--- config.mk ---
export PLATFORM = sky130hd
export DESIGN_NAME = block_rx_ctrl_8_to_64
export DESIGN_NICKNAME = d
export VERILOG_FILES = /design/src/rtl/block_rx_ctrl_8_to_64.sv
export SDC_FILE = /design/constraint.sdc
export NUM_CORES = 1
export LEC_CHECK = 0
export CORE_MARGIN = 5
export CORE_UTILIZATION = 30
export CTS_CLUSTER_SIZE = 25
export DETAILED_ROUTE_END_ITERATION = 10
export HOLD_SLACK_MARGIN = 0.03
export PLACE_DENSITY = 0.52
export SLEW_MARGIN = 40
export SYNTH_ARGS = -nofsm -noshare
export SYNTH_HDL_FRONTEND = slang
export SYNTH_SLANG_ARGS = --single-unit
--- constraint.sdc ---
create_clock -name clk -period 12.15 [get_ports clk]
set_clock_uncertainty 0.1 [all_clocks]
set_input_delay 2.43 -clock clk [delete_from_list [all_inputs] [get_ports clk]]
set_output_delay 2.43 -clock clk [all_outputs]
set_load 0.02 [all_outputs]
--- src/rtl/block_rx_ctrl_8_to_64.sv ---
// Byte-to-block assembler: collects eight UART receive bytes into a 64-bit
// block and offers it downstream with a valid/ready handshake. A partial
// block is dropped after TIMEOUT_CYCLES idle cycles. Overflow and timeout
// are reported as sticky flags.
module block_rx_ctrl_8_to_64 #(
    parameter int unsigned TIMEOUT_CYCLES = 50000,
    parameter bit          LSB_FIRST      = 1'b1
) (
    input  logic        clk,
    input  logic        rst,
    input  logic [7:0]  rx_data,
    input  logic        rx_done,
    input  logic        blk_ready,
    input  logic        clr_err,
    output logic [63:0] blk_data,
    output logic        blk_valid,
    output logic        busy,
    output logic [3:0]  byte_cnt,
    output logic        err_overflow,
    output logic        err_timeout
);

    // Timer only needs to reach TIMEOUT_CYCLES-1.
    localparam int unsigned TW = (TIMEOUT_CYCLES > 2) ? $clog2(TIMEOUT_CYCLES) : 1;
    localparam logic [TW-1:0] TIMER_LAST = TW'(TIMEOUT_CYCLES - 1);
    localparam logic [TW-1:0] TIMER_ONE  = TW'(1);

    typedef enum logic [1:0] {
        IDLE,
        COLLECT,
        HOLD
    } state_t;

    state_t        state;
    state_t        state_nxt;
    logic          rx_done_d;
    logic          rise;
    logic          xfer;
    logic [TW-1:0] timer;
    logic [TW-1:0] timer_nxt;
    logic [63:0]   assembly;
    logic [63:0]   assembly_nxt;
    logic [63:0]   data_nxt;
    logic          valid_nxt;
    logic [3:0]    cnt_nxt;
    logic          set_ovf;
    logic          set_tmo;

    // Write byte b into the lane belonging to arrival position k.
    function automatic logic [63:0] put_byte(input logic [63:0] word,
                                             input logic [2:0]  k,
                                             input logic [7:0]  b);
        logic [63:0] w;
        logic [2:0]  lane;
        w    = word;
        lane = LSB_FIRST ? k : (3'd7 - k);
        w[{lane, 3'b000} +: 8] = b;
        return w;
    endfunction

    assign rise = rx_done & ~rx_done_d;
    assign xfer = blk_valid & blk_ready;
    assign busy = (state != IDLE);

    // State register.
    always_ff @(posedge clk or posedge rst) begin
        if (rst) begin
            state <= IDLE;
        end else begin
            state <= state_nxt;
        end
    end

    // Next-state decode.
    always_comb begin
        state_nxt = state;
        case (state)
            IDLE: begin
                if (rise) state_nxt = COLLECT;
            end
            COLLECT: begin
                if (rise) begin
                    if (byte_cnt == 4'd7) state_nxt = HOLD;
                end else if (timer == TIMER_LAST) begin
                    state_nxt = IDLE;
                end
            end
            HOLD: begin
                if (xfer) state_nxt = rise ? COLLECT : IDLE;
            end
            default: state_nxt = IDLE;
        endcase
    end

    // Datapath and flag updates for the current state.
    always_comb begin
        cnt_nxt      = byte_cnt;
        timer_nxt    = timer;
        assembly_nxt = assembly;
        data_nxt     = blk_data;
        valid_nxt    = blk_valid;
        set_ovf      = 1'b0;
        set_tmo      = 1'b0;
        case (state)
            IDLE: begin
                if (rise) begin
                    assembly_nxt = put_byte(assembly, 3'd0, rx_data);
                    cnt_nxt      = 4'd1;
                    timer_nxt    = '0;
                end
            end
            COLLECT: begin
                if (rise) begin
                    assembly_nxt = put_byte(assembly, byte_cnt[2:0], rx_data);
                    cnt_nxt      = byte_cnt + 4'd1;
                    timer_nxt    = '0;
                    // 8th byte goes straight into blk_data on the same edge.
                    if (byte_cnt == 4'd7) begin
                        data_nxt  = assembly_nxt;
                        valid_nxt = 1'b1;
                    end
                end else if (timer == TIMER_LAST) begin
                    cnt_nxt   = '0;
                    timer_nxt = '0;
                    set_tmo   = 1'b1;
                end else begin
                    timer_nxt = timer + TIMER_ONE;
                end
            end
            HOLD: begin
                if (xfer) begin
                    valid_nxt = 1'b0;
                    if (rise) begin
                        assembly_nxt = put_byte(assembly, 3'd0, rx_data);
                        cnt_nxt      = 4'd1;
                        timer_nxt    = '0;
                    end else begin
                        cnt_nxt = '0;
                    end
                end else if (rise) begin
                    set_ovf = 1'b1;
                end
            end
            default: ;
        endcase
    end

    // Registered datapath, edge detector and set-dominant sticky flags.
    always_ff @(posedge clk or posedge rst) begin
        if (rst) begin
            rx_done_d    <= 1'b0;
            timer        <= '0;
            assembly     <= '0;
            blk_data     <= '0;
            blk_valid    <= 1'b0;
            byte_cnt     <= '0;
            err_overflow <= 1'b0;
            err_timeout  <= 1'b0;
        end else begin
            rx_done_d    <= rx_done;
            timer        <= timer_nxt;
            assembly     <= assembly_nxt;
            blk_data     <= data_nxt;
            blk_valid    <= valid_nxt;
            byte_cnt     <= cnt_nxt;
            err_overflow <= set_ovf | (err_overflow & ~clr_err);
            err_timeout  <= set_tmo | (err_timeout & ~clr_err);
        end
    end

endmodule

==> results of run 1 <==
## routing by layer
| metal | global-route usage, % | wire (µm) |
|---|---|---|
| met1 | 19.5 | 8530 |
| met4 | 3.10 | 175 |
| met2 | 22.1 | 9000 |
| met5 | 0 | 0 |
| met3 | 3.47 | 866 |
## cells in the mapped netlist (9+ instances only)
cell	number
sky130_fd_sc_hd__clkbuf_1	34
sky130_fd_sc_hd__nand3_1	15
sky130_fd_sc_hd__inv_1	21
sky130_fd_sc_hd__a22o_1	50
sky130_fd_sc_hd__a31oi_1	22
sky130_fd_sc_hd__o21ai_0	12
sky130_fd_sc_hd__nor2b_1	11
sky130_fd_sc_hd__nor2_1	74
sky130_fd_sc_hd__nand4_1	13
sky130_fd_sc_hd__dfrtp_1	154
sky130_fd_sc_hd__ha_1	9
sky130_fd_sc_hd__a21oi_1	59
sky130_fd_sc_hd__mux2i_1	56
sky130_fd_sc_hd__mux2_2	10
sky130_fd_sc_hd__nand2_1	28
## layout make-up
cell class                      count  area share (%)
Timing Repair Buffer               92            9.98
Sequential cell                   154            43.3
Tap cell                          319            4.48
Clock inverter                     10            1.61
Multi-Input combinational cell    437            34.6
Clock buffer                       21            5.06
Inverter                           21           0.969
## metrics by stage
| step | hold WS [ps] | setup WS, ps | area [µm²] | instances |
|---|---|---|---|---|
| 4_1_cts | 400 | 7410 | 8900 | 1054 |
| 6_report | 398 | 7380 | 8910 | 1054 |
| 3_3_place_gp | 376 | 7020 | 8290 | 1021 |
| 3_5_place_dp | 381 | 6990 | 8310 | 1023 |
| 2_1_floorplan | 358 | 5470 | 7170 | 659 |
| 5_1_grt | 407 | 7190 | 8910 | 1054 |
## worst max-delay path, cell delays in order
cell and delay [ps]:
sky130_fd_sc_hd__clkdlybuf4s50_1 530, sky130_fd_sc_hd__nand3b_1 250, sky130_fd_sc_hd__or4_2 960, sky130_fd_sc_hd__nor4_2 590
sky130_fd_sc_hd__a22o_1 250
## power by group through the flow
stage / combinational (W) / clock [W] / sequential (W)
floorplan: 0.000295 / 0 / 0.000593
finish: 0.000426 / 0.000544 / 0.000584
global route: 0.000466 / 0.000578 / 0.000591
detailed placement: 0.000430 / 0 / 0.000593
global placement: 0.000409 / 0 / 0.000592
CTS: 0.000431 / 0.000556 / 0.000584
## cells in the final DEF, fill, tap and decap left out, types with 4 or more instances in the layout
cell / Yosys / final
sky130_fd_sc_hd__buf_4: 0 / 7
sky130_fd_sc_hd__nand3_1: 15 / 15
sky130_fd_sc_hd__a31oi_1: 22 / 22
sky130_fd_sc_hd__nand2_1: 28 / 28
sky130_fd_sc_hd__mux2_2: 10 / 10
sky130_fd_sc_hd__mux2i_1: 56 / 56
sky130_fd_sc_hd__ha_1: 9 / 9
sky130_fd_sc_hd__a21oi_1: 59 / 59
sky130_fd_sc_hd__a22o_1: 50 / 50
sky130_fd_sc_hd__clkdlybuf4s50_1: 0 / 81
sky130_fd_sc_hd__or4_1: 5 / 4
sky130_fd_sc_hd__nor2_1: 74 / 73
sky130_fd_sc_hd__inv_1: 21 / 20
sky130_fd_sc_hd__nor2b_1: 11 / 11
sky130_fd_sc_hd__a22o_2: 7 / 7
sky130_fd_sc_hd__o211ai_1: 4 / 4
sky130_fd_sc_hd__clkbuf_16: 0 / 17
sky130_fd_sc_hd__o21ai_0: 12 / 12
sky130_fd_sc_hd__or4b_2: 7 / 7
sky130_fd_sc_hd__o21ai_4: 7 / 7
sky130_fd_sc_hd__dfrtp_1: 154 / 154
sky130_fd_sc_hd__nand4_1: 13 / 13
## flip-flops by register name, summed over array words and instances (netlist names)
| signal | count |
|---|---|
| err_overflow | 1 |
| blk_valid | 1 |
| err_timeout | 1 |
| byte_cnt | 4 |
| assembly | 64 |
| blk_data | 64 |
| timer | 16 |
| state | 2 |
| rx_done_d | 1 |
## path summary, 6_finish.rpt
path	startpoint	to	depth (start not counted)
worst min-delay path	assembly[59]	assembly[59]	1
worst max-delay path	rx_done	assembly[24]	5
min in group asynchronous	rst	blk_data[7]	2
worst min register to register	assembly[59]	assembly[59]	1
max in group asynchronous	rst	assembly[47]	3
worst max register to register	byte_cnt[0]	assembly[55]	7
## logic make-up (layout without fill, tap and decap cells)
family	after synthesis	in the layout	synth area share, %
AO/OA/AOI/OAI	178	178	18.2
adder cells (fa/ha/maj)	9	9	1.57
buffers and inverters	68	144	3.86
flip-flops	154	154	53.7
multiplexers	66	66	9.39
AND/OR/NAND/NOR	184	184	13.3
==> results list, run 1 <==
- The flow ran to the end, and the final reports show no timing, DRC or antenna violations.
- Summed over all nets, the half-perimeter wirelength after detailed placement is 12.4 mm.
- Dividing total power by cell area gives a power density of 174 nW/µm².
* Die span in y: 165 µm
- Derived from the worst setup path, the maximum achievable clock frequency is 210 MHz.
- The number of nets handed over by synthesis was 681.
- Distinct cell type count of the synthesized netlist: 52
- After detailed routing, the average wire length per cell comes to 17.6 µm.
- For this run, the leading register cell type out of synthesis is sky130_fd_sc_hd__dfrtp_1.
- After clock tree synthesis, the flow added hold-fix buffers numbering 0.
- In this run the register-to-register setup slack is 8700 ps.
- Mean number of vias per cell: 5.08
- Setup violations remaining at the end of the flow were counted as 0.
- In the final layout, the multi-input gates occupy 3090 µm².
- Net switching fraction of the power: 33.0%
* Ratio of cells with drive above 1 in the final layout: 11.4%
- WP data required: 12400 ps
- VDD sags by at most 92.0 µV.
* CTS tree: yes
* Switching component of the power: 0.000513 W
* Netlist Area Pre-Place: 7170 µm²
* Post-layout nets: 745
- STA classifies the critical path endpoint as a register.
- RePlAce Congestion: 0.798
- Before antenna repair, the detailed router went through 5 iterations.
- Internal power: 0.00104 W
* Die boundary width: 165 µm
* Antenna diode count: 0
- Residual DRC: 0
- Path type of the worst min-delay path: register to register
- Number of antenna violations at the first check in global routing: 0
* Arrival time reported for the critical path endpoint: 5020 ps
- Portion of total power attributed to combinational logic: 27.4%
* Share of the cycle needed by the critical path after routing: 39.3%
* Proportion of register bits with asynchronous set or reset after synthesis: 100%
- By area the synthesized netlist is led by sky130_fd_sc_hd__dfrtp_1, sky130_fd_sc_hd__mux2i_1, sky130_fd_sc_hd__a22o_1.
- Once the floorplan was initialized, standard cells occupied 30.5% of the core.
* Slew HR: 46.6%
* Number of filler cells placed in the layout: 2292
* Pleak: 3.70 nW
- The via count of the first global-routing pass came to 5407.
- In this run, CTS created clock tree buffers numbering 17.
- Relative to the synthesized area, the layout overhead comes to 24.3%.
- Across the whole layout, storage elements account for 3850 µm².
- Maximum number of pins on one net before global-route repair: 89
- Clock latency of the later-clocked register in the worst-skew pair: 420 ps
- Maximum fanout encountered on the critical timing path: 15
- 85 I/O pins were placed.
* Overall die area: 27100 µm²
- Global-route usage over all layers: 14.0%
- Wire length of the first global-routing pass: 29.8 mm
- Routed via count: 5355
- In this run, post-CTS repair resized a total of 0 instances.
- Min Tclk post-route: 4770 ps
- Mean instance size in the synthesized netlist: 10.9 µm²
- The clock network burns 35.0% of the power.
- Final cell utilization of the core: 38.0%
- Total wirelength of the detailed-routed design: 18.6 mm
* Worst-Margin Slew: 799 ps
- Final slew viol count: 0
* Cell type with the highest aggregate area in the netlist: sky130_fd_sc_hd__dfrtp_1
* Accumulated negative setup slack: 0 ps
- Synthesis Warnings: 0
* Remaining global-route overflow: 0
- Synthesized instance count: 659
* RSZ-0062 raised after global routing: no
- Floorplan Core Area: 23500 µm²
* Maximum count of clock buffers along a single path: 2
- Max Cap Violations: 0
- The worst setup path is launched from an input pin.
* Sequential fraction of design power: 37.6%
- Port buffer count: 84
- The top cell type by area accounts for 53.7% of the synthesized area.
* Crit Path Class: input pin to register
- Total count of hold-check failures in the final report: 0
* H-tree levels: 4
- The count of nets left with antenna violations once routing finished came out at 0.
* Synthesized flop and latch total: 154
* EDFF count, synth: 0
- Number of placement rows: 56
- Number of violations reported at the end of detailed-routing iteration 0: 342
- Overall power consumption after layout is estimated at 0.00155 W.
* Buffers inserted by post-CTS timing repair: 0
- Clock-pin slew was measured on the worst setup and hold paths at 60 ps.
- Clock tree synthesis selected as its root buffer the cell sky130_fd_sc_hd__clkbuf_16.
- Sequential fraction of the synthesis area: 53.7%
- CTS saw 154 sinks.
Note: power is estimated with default switching activity, not from simulation.
==> inputs of run 2 (changes only) <==
Clock period 12.15 ns to 4.4 ns, I/O delays scaled along.
==> run 2 against run 1 <==
Effect of this change:
- first-iteration DRC count increased by 2.6%
- combinational power grew to 2.8 times the previous value
- routed wire length rose by 1.5%
- non-clock buffer count grew 6
- utilization increased by 0.20 points
- flip-flop and latch count is the same
- setup slack worse by 6100 ps
- global-route usage rose by 0.17 points
==> results list, run 2 (same netlist as run 1, synthesis figures left out) <==
* Number of global-route vias before repair: 5529 (+2.3%)
- The required time at the worst-slack endpoint came to 4660 ps (-7740 ps).
* Overall die area: 27100 µm² (unchanged)
- Crit Path Class: register to register
* IO Pins: 85 (unchanged)
* Achievable clock frequency: 316 MHz
- Pleak: 3.73 nW (+0.59%)
- Final slew viol count: 0 (unchanged)
- CP endpoint kind: register
- Total instance count after detailed placement: 1028 (+0.49%)
* Die boundary width: 165 µm (unchanged)
- The total chip power was 0.00427 W (+170%).
* Clock latency of the later-clocked register in the worst-skew pair: 430 ps (about the same)
* Residual DRC: 0 (unchanged)
* H-tree levels: 4 (unchanged)
- Critical path depth: 6 (+1)
* Reg2Reg Launch Point: byte_cnt[0]
- The slowest stage of the critical path is the sky130_fd_sc_hd__dfrtp_1 cell.
- Biggest registers after layout: assembly (64), blk_data (64), timer (16)
- Wire per inst: 17.8 µm (+0.78%)
* Port buffer count: 84 (unchanged)
- Max Cap Violations: 0 (unchanged)
* Share of the cycle needed by the critical path after routing: 71.8%
- Cell area after placement: 8340 µm² (+0.41%)
- Floorplan Core Area: 23500 µm² (unchanged)
- The headroom to the max-slew limit is 44.0% (-2.5 points).
- Combined buffer and inverter count along the critical path: 1 (unchanged)
* Final cell area excluding filler cells: 8960 µm² (+0.52%)
- Cells along the critical path: inv_1 -> ha_1 -> ha_1 -> and3_1 -> nor2b_1 -> a22o_1
- Worst vdd ir: 281 µV (+210%)
- The chip height was 165 µm (unchanged).
- CTS resizes: 0 (unchanged)
- The overall via count from detail_route was 5389 (+0.63%).
- Largest incremental delay on the critical path: 680 ps (-280 ps)
- Remaining antenna violation count after routing: 0 (unchanged)
- Total wirelength of the detailed-routed design: 18.8 mm (+1.5%)
- For the finished layout, the period the worst path requires is 3160 ps.
- Buffers inserted by post-CTS timing repair: 0 (unchanged)
- The clock slew at the register clock pins of the worst setup and hold paths is 60 ps (about the same).
- The transition time at the pin with the least slew margin came to 837 ps (+37.8 ps).
* Num Clock Sinks: 154 (unchanged)
* Number of violations reported at the end of detailed-routing iteration 0: 351 (+2.6%)
- Wire length of the first global-routing pass: 30.1 mm (+1.0%)
* Commonest non-fill, non-tap cells in the layout: sky130_fd_sc_hd__dfrtp_1, sky130_fd_sc_hd__clkdlybuf4s50_1, sky130_fd_sc_hd__nor2_1, sky130_fd_sc_hd__a21oi_1, sky130_fd_sc_hd__mux2i_1
* Number of cells on the worst reg-to-reg path: 6 (-1)
- The global router's overall resource usage is 14.1% (+0.17 points).
- Ratio of cells with drive above 1 in the final layout: 12.3% (+0.84 points)
- CTS tree: yes
- Number of CTS-inserted buffers: 17 (unchanged)
- Antenna diode count: 0 (unchanged)
- The cell that appears most often on the critical path is sky130_fd_sc_hd__ha_1.
- Worst reg2reg setup slack: 1240 ps (-7460 ps)
- The global placer's final weighted congestion is 0.816 (+2.3%).
- The average vias per placed instance is 5.08 (about the same).
- The minimum hold slack came to 398 ps (-0.379 ps).
* Critical Path Source Type: register
* Final setup violation count: 0 (unchanged)
- Maximum count of clock buffers along a single path: 2 (unchanged)
- The initial standard-cell utilization of the core is 30.5% (unchanged).
- Post-layout nets: 751 (+0.81%)
- Accumulated negative setup slack: 0 ps (unchanged)
- The worst register-to-register path ends at assembly[39].
* Arrival time reported for the critical path endpoint: 3420 ps (-1600 ps)
- The biggest fanout along the worst timing path came to 16 (+1).
- Post-DP HPWL: 12.8 mm (+3.3%)
- Setup repair after global routing left no endpoint under its margin.
- Crit-path leading delay family: simple AND/OR/NAND/NOR gates
- Path type of the worst min-delay path: register to register
- Status: finished, final reports clean
* Total count of hold-check failures in the final report: 0 (unchanged)
* Number of placement rows: 56 (unchanged)
* Maximum number of pins on one net before global-route repair: 67 (-25%)
- The post-layout instance count excluding filler cells was 1061 (+0.66%).
- The root buffer cell chosen for the clock tree is sky130_fd_sc_hd__clkbuf_16.
- Most common cell after layout, fill and taps aside: sky130_fd_sc_hd__dfrtp_1
- Remaining global-route overflow: 0 (unchanged)
- Count of hold buffers inserted by post-cts repair: 0 (unchanged)
- Start point of the critical path: byte_cnt[0]
* Number of antenna violations at the first check in global routing: 0 (unchanged)
- Relative to the synthesized area, the layout overhead comes to 24.9%.
* Power density cells: 477 nW/µm² (+170%)
- Setup crit end: assembly[39]
* DRT Pass-1 Iters: 4 (-1)
-- run 2: cell count changes in the layout (fill, tap and decap cells not counted), sizes merged --
cell / change
buf: +6
bufinv: -1
clkbuf: -2
clkinv: -1
clkinvlp: +1
inv: +4
-- run 2: worst min-delay path by stage --
stage	endpoint	slack [ps]	from	depth (start not counted)
global route	assembly[48]	420	assembly[48]	1
detailed placement	assembly[59]	370	assembly[59]	1
floorplan	assembly[56]	360	assembly[56]	1
global placement	assembly[57]	370	assembly[57]	1
CTS	assembly[59]	400	assembly[59]	1
finish	assembly[59]	400	assembly[59]	1
-- run 2: metrics by stage --
step                util (%)  worst slack, ps
global route            38.2              974
finish                  38.2             1240
CTS                     38.1             1250
floorplan                  -             1480
global placement        35.6             1180
detailed placement      35.5             1080
-- run 2: per-layer routing --
| layer | vias up | GRT usage, % | part of all wire, % |
|---|---|---|---|
| met2 | 85 | 23.6 | 49 |
| met1 | 2743 | 18.5 | 46 |
| met4 | 0 | 3.67 | 1.0 |
| li1 | 2545 | - | - |
| met5 | - | 0 | 0 |
| met3 | 16 | 3.29 | 3.7 |
-- run 2: final cells by class --
| class | count | area [µm²] |
|---|---|---|
| fillers | 2298 | 14500 |
| clock inverters | 13 | 158 |
| clock buffers | 19 | 433 |
| multi-input cells | 437 | 3070 |
| repair buffers | 98 | 963 |
| inverters | 21 | 82.6 |
| well taps | 319 | 399 |
| flip-flops and latches | 154 | 3850 |
-- run 2: where the power goes --
part	switching [W]	internal [W]	leakage (nW)	total, W
Clock	0.000633	0.000852	0.279	0.00149
Sequential	0.0000908	0.00152	2.12	0.00161
Combinational	0.000726	0.000450	1.33	0.00118
==> inputs of run 3 (changes only) <==
Settings changed: PLACE_DENSITY 0.52 to 0.54.
Clock period 4.4 ns to 2.9 ns, I/O delays scaled along.
==> run 3 against run 2 <==
Effect of this change:
- routed wire length shrank 2.7%
- total power grew 52%
- global-route usage shrank 0.21 points
- via count shrank 2.1%
- critical path depth shrank 2
- cell count grew 2.4%
- first-iteration DRC count shrank 6.6%
- die area is the same
- sequential share of layout area shrank 0.91 points
- register-to-register slack lost 770 ps
- critical path type is now register to primary output
==> results list, run 3 (same netlist as run 1, synthesis figures left out) <==
- Buffers inserted by post-CTS timing repair: 0 (unchanged)
* CTS tree: yes
* Maximum number of pins on one net before global-route repair: 75 (+12%)
- The number of instances resized during post-cts repair is 0 (unchanged).
- Total count of hold-check failures in the final report: 0 (unchanged)
- The delay of the slowest critical-path stage is 620 ps (-60 ps).
* Ratio of cells with drive above 1 in the final layout: 14.6% (+2.3 points)
- The total leakage power is 3.85 nW (+3.2%).
- Share of the cycle needed by the critical path after routing: 92.5%
* Number of global-route vias before repair: 5301 (-4.1%)
* Floorplan Core Area: 23500 µm² (unchanged)
- Achievable clock frequency: 373 MHz
- Maximum fanout encountered on the critical timing path: 6 (-10)
- The floorplan row count was 56 (unchanged).
- Number of CTS-inserted buffers: 17 (unchanged)
- The overall via count from detail_route was 5278 (-2.1%).
- The worst-skew pair later-pin latency was 420 ps (about the same).
* Critical Path Source Type: register
* Worst vdd ir: 387 µV (+38%)
- Count of hold buffers inserted by post-cts repair: 0 (unchanged)
- Die span in y: 165 µm (unchanged)
- The total number of nets in the final design came to 776 (+3.3%).
* RSZ-0062 raised after global routing: no
- The headroom to the max-slew limit is 48.0% (+4.0 points).
- The remaining global-route overflow was 0 (unchanged).
- Among the stages of the critical path, the cell type that occurs most often is sky130_fd_sc_hd__inv_1.
- Wire length of the first global-routing pass: 29.8 mm (-0.96%)
* Path type of the worst min-delay path: register to register
* Port buffer count: 84 (unchanged)
* CP endpoint kind: primary output
* Worst-Margin Slew: 777 ps (-59.2 ps)
* Most common cell after layout, fill and taps aside: sky130_fd_sc_hd__dfrtp_1
* Min Tclk post-route: 2680 ps
* WP data required: 2220 ps (-2440 ps)
* DRT Pass-1 Iters: 4 (unchanged)
* Arrival time reported for the critical path endpoint: 2000 ps (-1420 ps)
- The number of antenna violations at the first check in global routing was 0 (unchanged).
- The global router's overall resource usage came to 13.9% (-0.21 points).
* Mean number of vias per cell: 4.86 (-4.3%)
- The count of boundary I/O pins is 85 (unchanged).
- Final setup violation count: 0 (unchanged)
* Accumulated negative setup slack: 0 ps (unchanged)
* Cell with the largest stage delay on the worst path: sky130_fd_sc_hd__clkdlybuf4s50_1
- The total wirelength of the detailed-routed design is 18.3 mm (-2.7%).
- The final setup slack of the worst path is 218 ps (-1020 ps).
- Residual DRC: 0 (unchanged)
- The number of violations reported at the end of detailed-routing iteration 0 is 328 (-6.6%).
* Commonest non-fill, non-tap cells in the layout: sky130_fd_sc_hd__dfrtp_1, sky130_fd_sc_hd__clkdlybuf4s50_1, sky130_fd_sc_hd__nor2_1, sky130_fd_sc_hd__a21oi_1, sky130_fd_sc_hd__mux2i_1
* Status: finished, final reports clean
- Walking the worst path, the cells encountered are inv_1 -> ha_1 -> inv_1 -> clkdlybuf4s50_1.
* Num Clock Sinks: 154 (unchanged)
- Maximum count of clock buffers along a single path: 2 (unchanged)
- The average routed wire per standard cell is 16.9 µm (-4.9%).
- Total power: 0.00649 W (+52%)
- Remaining antenna violation count after routing: 0 (unchanged)
- The critical path is of the register to primary output type.
- RePlAce Congestion: 0.793 (-2.8%)
- Biggest registers after layout: assembly (64), blk_data (64), timer (16)
- H-tree levels: 4 (unchanged)
- Max Cap Violations: 0 (unchanged)
* Antenna diode count: 0 (unchanged)
* Layout area overhead: 27.6%
* Initial cell density of the core: 30.5% (unchanged)
- The power density of the placed cells is 709 nW/µm² (+49%).
- The setup slack at placement came to 209 ps (-869 ps).
- CTS Root Buffer Type: sky130_fd_sc_hd__clkbuf_16
* Post-DP HPWL: 12.3 mm (-4.0%)
- The die width is 165 µm (unchanged).
* Overall die area: 27100 µm² (unchanged)
- The clock slew at the register clock pins of the worst setup and hold paths came to 60 ps (about the same).
- The final-report max-slew violation count is 0 (unchanged).
==> run 3: cell types whose count changed in the layout (fill, tap and decap cells not counted) <==
cell	delta
sky130_fd_sc_hd__buf_4	+23
sky130_fd_sc_hd__buf_12	+3
sky130_fd_sc_hd__buf_2	-3
sky130_fd_sc_hd__clkdlybuf4s50_1	+3
sky130_fd_sc_hd__buf_16	-1
sky130_fd_sc_hd__bufinv_16	-1
sky130_fd_sc_hd__clkinv_2	+1
sky130_fd_sc_hd__clkinvlp_4	-1
sky130_fd_sc_hd__inv_6	+1
sky130_fd_sc_hd__o21ai_1	+1
sky130_fd_sc_hd__o21ai_2	-1
==> run 3: path summary, 6_finish.rpt <==
check | slack [ps] | from | to | cells after the start
min reg2reg | 390 | assembly[58] | assembly[58] | 1
max reg2reg | 470 | state[1] | assembly[19] | 7
max in group asynchronous | 1780 | rst | assembly[54] | 3
min in group asynchronous | 540 | rst | blk_data[12] | 3
max | 220 | state[0] | busy | 4
min | 390 | assembly[58] | assembly[58] | 1
==> run 3: metal layers <==
| metal | vias up | global-route usage (%) | routed length (µm) |
|---|---|---|---|
| met3 | 9 | 3.34 | 695 |
| met4 | 0 | 3.33 | 173 |
| met1 | 2591 | 21.0 | 9290 |
| met5 | - | 0 | 0 |
| met2 | 84 | 20.1 | 8180 |
| li1 | 2594 | - | - |
==> run 3: cell type report <==
| class | count | area (µm²) |
|---|---|---|
| repair buffers | 123 | 1180 |
| multi-input cells | 437 | 3060 |
| fillers | 2314 | 14300 |
| clock inverters | 13 | 134 |
| well taps | 319 | 399 |
| clock buffers | 19 | 433 |
| flip-flops and latches | 154 | 3850 |
| inverters | 21 | 82.6 |
==> run 3: where the power goes <==
| part | internal, W | leakage, nW | switching (W) | total [W] |
|---|---|---|---|---|
| clock network | 0.00121 | 0.273 | 0.000964 | 0.00217 |
| logic | 0.000756 | 1.46 | 0.00116 | 0.00191 |
| registers | 0.00230 | 2.12 | 0.0000971 | 0.00240 |
==> run 3: worst max-delay path: cells and delay by family (launching register included) <==
family	cells	cell delay, ps
adders and majority gates	1	280
buffers and inverters	3	860
DFF	1	440
==> run 3: per-stage QoR <==
step / cell area (µm²) / cells / util, % / hold WS, ps
after global placement: 8580 / 1054 / 36.6 / 375
after global routing: 9150 / 1086 / 39.0 / 407
after detailed placement: 8580 / 1054 / 36.6 / 380
final: 9150 / 1086 / 39.0 / 387
after floorplan: 7170 / 659 / - / 358
after CTS: 9150 / 1086 / 39.0 / 394
